[src/rtl/fetch_queue.sv]
// Fetch front end: PC generation, credit-limited memory requests,
// and a small PC-tagged instruction FIFO with branch flush.
module fetch_queue #(
  parameter int DATA = 32,
  parameter int ADDR = 32,
  parameter int DEPTH = 4,
  parameter int MAX_OUT = 2,
  parameter logic [ADDR-1:0] RESET_PC = '0
) (
  input  logic            clk,
  input  logic            rst,
  output logic            mem_req,
  output logic [ADDR-1:0] mem_addr,
  input  logic            mem_req_ready,
  input  logic            mem_rvalid,
  input  logic [DATA-1:0] mem_rdata,
  input  logic            redirect,
  input  logic [ADDR-1:0] redirect_pc,
  output logic            instr_valid,
  output logic [DATA-1:0] instr,
  output logic [ADDR-1:0] instr_pc,
  input  logic            instr_ready
);

  localparam int PW = $clog2(DEPTH);
  localparam int CW = $clog2(DEPTH + MAX_OUT + 1) + 1;

  logic [ADDR-1:0] fetch_pc;
  logic [ADDR-1:0] resp_pc;
  logic [CW-1:0]   count;
  logic [CW-1:0]   outstanding;
  logic [CW-1:0]   drop;
  logic [PW-1:0]   rd_ptr;
  logic [PW-1:0]   wr_ptr;
  logic [DATA-1:0] data_q [DEPTH];
  logic [ADDR-1:0] pc_q [DEPTH];

  logic            accept;
  logic            keep;
  logic            pop;
  logic [ADDR-1:0] target;

  // Credits cover both buffered and in-flight words, so a
  // response always finds a free slot.
  always_comb begin
    mem_req = !rst && !redirect
           && (outstanding < CW'(MAX_OUT))
           && ((count + outstanding) < CW'(DEPTH));
    mem_addr    = fetch_pc;
    instr_valid = (count != '0);
    instr       = instr_valid ? data_q[rd_ptr] : '0;
    instr_pc    = instr_valid ? pc_q[rd_ptr] : '0;
    accept      = mem_req && mem_req_ready;
    keep        = mem_rvalid && (drop == '0) && !redirect;
    pop         = instr_valid && instr_ready;
    target      = {redirect_pc[ADDR-1:2], 2'b00};
  end

  always_ff @(posedge clk) begin
    if (keep) begin
      data_q[wr_ptr] <= mem_rdata;
      pc_q[wr_ptr]   <= resp_pc;
    end
  end

  always_ff @(posedge clk or posedge rst) begin
    if (rst) begin
      fetch_pc    <= RESET_PC;
      resp_pc     <= RESET_PC;
      count       <= '0;
      outstanding <= '0;
      drop        <= '0;
      rd_ptr      <= '0;
      wr_ptr      <= '0;
    end else if (redirect) begin
      // Everything still in flight after this cycle is stale.
      fetch_pc    <= target;
      resp_pc     <= target;
      count       <= '0;
      rd_ptr      <= '0;
      wr_ptr      <= '0;
      outstanding <= outstanding - CW'(mem_rvalid);
      drop        <= outstanding - CW'(mem_rvalid);
    end else begin
      if (accept)
        fetch_pc <= fetch_pc + ADDR'(4);
      outstanding <= outstanding + CW'(accept) - CW'(mem_rvalid);
      if (mem_rvalid && (drop != '0))
        drop <= drop - CW'(1);
      if (keep) begin
        resp_pc <= resp_pc + ADDR'(4);
        wr_ptr  <= wr_ptr + PW'(1);
      end
      if (pop)
        rd_ptr <= rd_ptr + PW'(1);
      count <= count + CW'(keep) - CW'(pop);
    end
  end

endmodule
[config.mk]
export PLATFORM = sky130hd
export DESIGN_NAME = fetch_queue
export DESIGN_NICKNAME = d
export VERILOG_FILES = /design/src/rtl/fetch_queue.sv
export SDC_FILE = /design/constraint.sdc
export NUM_CORES = 1
export LEC_CHECK = 0
export ABC_AREA = 1
export BUFFER_PORTS_ARGS = -buffer_cell sky130_fd_sc_hd__buf_4
export CAP_MARGIN = 0
export CORE_ASPECT_RATIO = 1.1
export CORE_MARGIN = 2
export CORE_UTILIZATION = 50
export DETAILED_ROUTE_END_ITERATION = 12
export HOLD_SLACK_MARGIN = 0.15
export PLACE_DENSITY = 0.72
export SLEW_MARGIN = 20
export SYNTH_ARGS = -nofsm -noshare
export SYNTH_HDL_FRONTEND = slang
export SYNTH_SLANG_ARGS = --single-unit
[constraint.sdc]
create_clock -name clk -period 8.39 [get_ports clk]
set_input_delay 1.678 -clock clk [delete_from_list [all_inputs] [get_ports clk]]
set_output_delay 1.678 -clock clk [all_outputs]
set_load 0.005 [all_outputs]
# Yosys cells after proc, flatten, opt, wreduce, memory -nomap -nowiden
# Memory sizes are Yosys's and may differ from the RTL's.
# Cells that the tools add are included.
op_classes:
  addsub: 11
  magnitude_cmp: 2
  n_mux: 16
  n_reduce_logical: 17
ops:
  columns: ["cell", "count"]
  rows:
  - ["32-bit two-way mux", 6]
  - ["32-bit by 3-bit adder with 32-bit output (second input constant)", 2]
  - ["4-bit two-way mux", 4]
  - ["4-bit by 1-bit subtractor with 4-bit output", 3]
  - ["4-bit by 1-bit adder with 4-bit output", 2]
  - ["1-bit logical AND", 8]
  - ["2-bit two-way mux", 4]
  - ["2-bit nonzero test", 4]
  - ["4-bit nonzero test", 2]
  - ["2-bit by 1-bit adder with 2-bit output (second input constant)", 2]
  - ["4-bit adder", 1]
  - ["4-bit logical NOT", 1]
  - ["4-bit by 2-bit less-than comparator with 1-bit output (second input constant)", 1]
  - ["4-bit by 3-bit less-than comparator with 1-bit output (second input constant)", 1]
  - ["4-bit by 1-bit subtractor with 4-bit output (second input constant)", 1]
  - ["1-bit logical NOT", 2]
  - ["1-bit two-way mux", 2]
word_totals:
  register_bits: 80
  ramBits: 256
  inputBits: 70
  output_inout_bits: 98
  memories: 2
memory_table:
  columns: ["memory", "words", "word_bits", "rd", "rd_ports_with_merged_regs", "wr", "line_no", "rtl"]
  rows:
  - ["data_q", 4, 32, 1, 0, 1, "35", "logic [DATA-1:0] data_q [DEPTH];"]
  - ["pc_q", 4, 32, 1, 0, 1, "36", "logic [ADDR-1:0] pc_q [DEPTH];"]

# Logic depth before layout (Yosys ltp)
depth:
  ltp_word: 8
  depth_mapped: 16

# Worst setup path before layout
# No wires, ideal clock.
synth_timing:
  path_kind: "input -> register"
  from: "in mem_rvalid"
  to: "mem data_q[0][0], enable pin"
  setup_ns: 0.482
  arrival_ns: 4.692
  required_time_ns: 7.908
  setup_slack_ns: 3.216
  cell_stages: 4
  path_cell_list: "nand4_4 nor2_1 inv_2 nor2_1"
synth_via:
  elab_chain_cells: 4
synth_lines:
  columns: ["item", "line_no", "rtl"]
  rows:
  - ["start, declared", "15", "input logic mem_rvalid,"]
  - ["1-bit logical AND (2 in series)", "54", "keep = mem_rvalid && (drop == '0) && !redirect;"]
  - ["1-bit two-way mux", "60", "if (keep) begin"]
  - ["1-bit two-way mux (not written as such)", "61", "data_q[wr_ptr] <= mem_rdata;"]
  - ["end, declared", "35", null]
# No other way between the ends.

# Worst setup path after layout
layout_timing:
  from: "reg rd_ptr[0]"
  to: "out instr_pc[28]"
layout_via:
  elab_chain_cells: 2
layout_lines:
  columns: ["item", "line_no", "rtl"]
  rows:
  - ["start, declared", "33", "logic [PW-1:0] rd_ptr;"]
  - ["start signal, assigned", "95", "rd_ptr <= rd_ptr + PW'(1);"]
  - ["memory read 4 x 32 bit", null, null]
  - ["32-bit two-way mux", "52", "instr_pc = instr_valid ? pc_q[rd_ptr] : '0;"]
  - ["end, declared", "21", "output logic [ADDR-1:0] instr_pc,"]
# No other way between the ends.

==> run summary <==
final estimated routing congestion in global placement = 0.872
crit-path cells = inv_2, buf_4, o21ai_0, a21oi_1, buf_4
Syn Std Cell Area = 15100 µm²
layout cells sized above 1 = 15.8%
static power due to leakage = 0.00709 µW
first-pass GRT wire length = 56.9 mm
number of nets in the finished design = 1812
Clock transition at path regs = 0.06 ns
Die Span X = 170 µm
most common cell type on the critical path = buf_4
portion of netlist area occupied by mux cells = 0%
Die Outline Area = 31700 µm²
Synth warnings = 0
Remaining Overflow, GRT = 0
routed wire length = 35.8 mm
worst path buffer plus inverter count = 3
dominant synthesized flop cell = edfxtp_1
setup repair after global routing missed its margin = false
class of the tightest hold or removal check = reg -> reg
relative slew slack = 30.2%
synthesized-area fraction occupied by ao, oa, aoi and oai cells = 8.80%
Antenna Nets Post-Route = 0
Power Dens Cells = 269 nW/µm²
summed area of non-filler cells in the final layout = 17700 µm²
parity-gate share of the synthesized area counting xor and xnor cells = 0.868%
total half-perimeter wirelength after legalization and detailed placement = 22.1 mm
final hold vios = 0
sequential power share = 41.6%
placeable core region = 29600 µm²
maximum number of pins on one net before global-route repair = 115
top library cells by usage in the layout, fill and taps aside = nor2_1 (324), nand2_1 (299), edfxtp_1 (248)
synthesized-area fraction occupied by and/or/nand/nor cells = 21.6%
number of synthesized flops with an enable pin = 248
type of origin of the critical path = flop
P_sw = 1500 µW
unique cell type count in the Yosys netlist = 41
worst voltage drop across the vdd grid = 137 µV
CTS Hold Buffers Added = 0
cell internal power dissipation = 3270 µW
number of buffers inserted to repair setup after CTS = 0
TritonCTS Sinks = 324
number of maximum-capacitance violations = 0
clock tree from TritonCTS = done
number of buffers created by CTS = 34
layout overhead on the synthesized area = 16.9%
WS Path Type = reg -> out
adder-cell area share of the yosys netlist = 2.17%
io pins = 168
routed length per placed instance = 16.9 µm
level count of the clock H-tree = 2
synthesis-stage register bit count = 324
Setup-failing EPs final = 0
transition time of the tightest slew-check pin = 1.05 ns
post-route fraction of the period consumed by the critical path = 56.3%
post-layout min period = 4.72 ns
post-detailed-placement cell area = 16600 µm²
number of instances resized during post-cts repair = 0
most common cell after layout, fill and taps aside = nor2_1
switching share of power = 31.4%
number of instances in the synthesized netlist = 1576
sequential fraction of the synthesis area = 61.8%
clock insertion delay at the later pin of the skew report = 0.50 ns
Final Slew Violations = 0
standard-cell row count = 66
power share of the combinational group = 27.5%
setup TNS = 0 ns
initial standard-cell utilization of the core = 51.1%
drt via density = 5.43
endpoint required time on the critical path = 6.71 ns
worst setup skew after layout = 0.0129 ns
Tot GR Track Use = 22.6%
height of the die = 186 µm
number of antenna violations at the first check in global routing = 0
clock network power share = 31.0%
register-to-register path setup slack = 5.03 ns
# DRC = 0
TritonRoute pass-1 iters = 5
Max Root-Sink Buffers = 3
type of destination of the critical path = output port
result of the run = finished clean
via count of the first global-routing pass = 10900
data arrival time of the worst path = 3.05 ns
longest individual stage delay on the worst path = 0.80 ns
Worst path slowest cell = buf_4
upper clock frequency limit = 212 MHz
DRT iter0 DRCs = 858
main combinational cell family by area after synthesis = simple AND/OR/NAND/NOR gates
count of vias placed by the detailed router = 11500
number of buffers inserted by port buffering = 161
family of cells with the greatest summed delay on the critical path = buffers and inverters
clock root buffer master = clkbuf_16
diodes inserted = 0
proportion of register bits with asynchronous set or reset after synthesis = 23.5%
Mean Syn Cell Area = 9.60 µm²
CP Max Fanout = 114
[sequential cells by signal, summed over array words and instances, names as in the netlist]
signal and cells:
count 4, drop 4, mem_addr 30, resp_pc 30
pc_q 120, data_q 128, wr_ptr 2, outstanding 4
rd_ptr 2
[synthesized netlist by cell type (3+ instances only)]
cell	number	area, µm²
a21oi_1	83	415
a31oi_1	3	18.8
buf_1	4	15.0
buf_2	27	135
buf_4	4	30.0
buf_6	5	56.3
clkbuf_1	31	116
dfrtp_1	76	1900
edfxtp_1	248	7450
ha_1	23	288
inv_1	89	334
inv_2	8	30.0
nand2_1	299	1120
nand2_2	9	56.3
nand3_1	102	510
nand3b_1	4	30.0
nand4_1	5	31.3
nor2_1	328	1230
nor2_2	13	81.3
nor2_4	6	67.6
nor3_1	6	30.0
o211ai_1	4	30.0
o21ai_0	157	786
o21ai_1	7	35.0
or2_2	3	18.8
xnor2_1	4	35.0
xor2_1	11	96.3
[cells by family after synthesis]
kind of cell	count (synthesis)
simple gates	783
flops	324
compound gates	260
buf+inv	168
fa+ha+maj	25
xor+xnor	15
other cells	1
[per-layer routing]
layer | share of wire, % | global-route usage (%)
met1 | 43 | 30.5
met2 | 48 | 37.9
met3 | 6.8 | 3.56
met4 | 1.8 | 6.38
met5 | 0 | 0
[per-stage QoR]
| step | utilization [%] | hold WS, ns | power, µW | worst slack, ns | instances |
|---|---|---|---|---|---|
| floorplan | - | 0.490 | 2730 | 3.22 | 1579 |
| global route | 59.7 | 0.576 | 5030 | 3.48 | 2116 |
| CTS | 59.7 | 0.534 | 4800 | 3.64 | 2116 |
| finish | 59.7 | 0.531 | 4760 | 3.67 | 2116 |
| global placement | 56.0 | 0.515 | 3300 | 3.80 | 2055 |
| detailed placement | 56.0 | 0.520 | 3330 | 3.76 | 2055 |
[power groups by stage]
stage	clock network, µW	registers [µW]	logic (µW)
final	1470	1980	1310
after global routing	1570	1990	1470
after CTS	1500	1980	1330
after detailed placement	0	2010	1320
after global placement	0	2000	1290
after floorplan	0	1950	775
[layout make-up]
cell class / instances / area [µm²]
Clock buffer: 41 / 920
Multi-Input combinational cell: 1087 / 5110
Tap cell: 374 / 468
Inverter: 97 / 364
Clock inverter: 20 / 180
Sequential cell: 324 / 9350
Timing Repair Buffer: 173 / 1300
Fill cell: 2444 / 11900
[worst reg2reg max path: cells and delay by family (launching register included)]
kind,cells,cell delay (ns)
DFF,1,0.37
and+or+nand+nor,3,1.14
buffers and inverters,4,1.23
adders and majority gates,1,0.22
[worst paths after layout]
kind / end / cells past startpoint / startpoint
min in group asynchronous: outstanding[1] / 2 / rst
max in group asynchronous: resp_pc[26] / 3 / rst
worst min register to register: drop[2] / 2 / drop[2]
worst max register to register: data_q[3][28] / 8 / drop[0]
worst min-delay path: drop[2] / 2 / drop[2]
worst max-delay path: instr_pc[28] / 5 / rd_ptr[0]
Power figures use the tool's default switching activity.
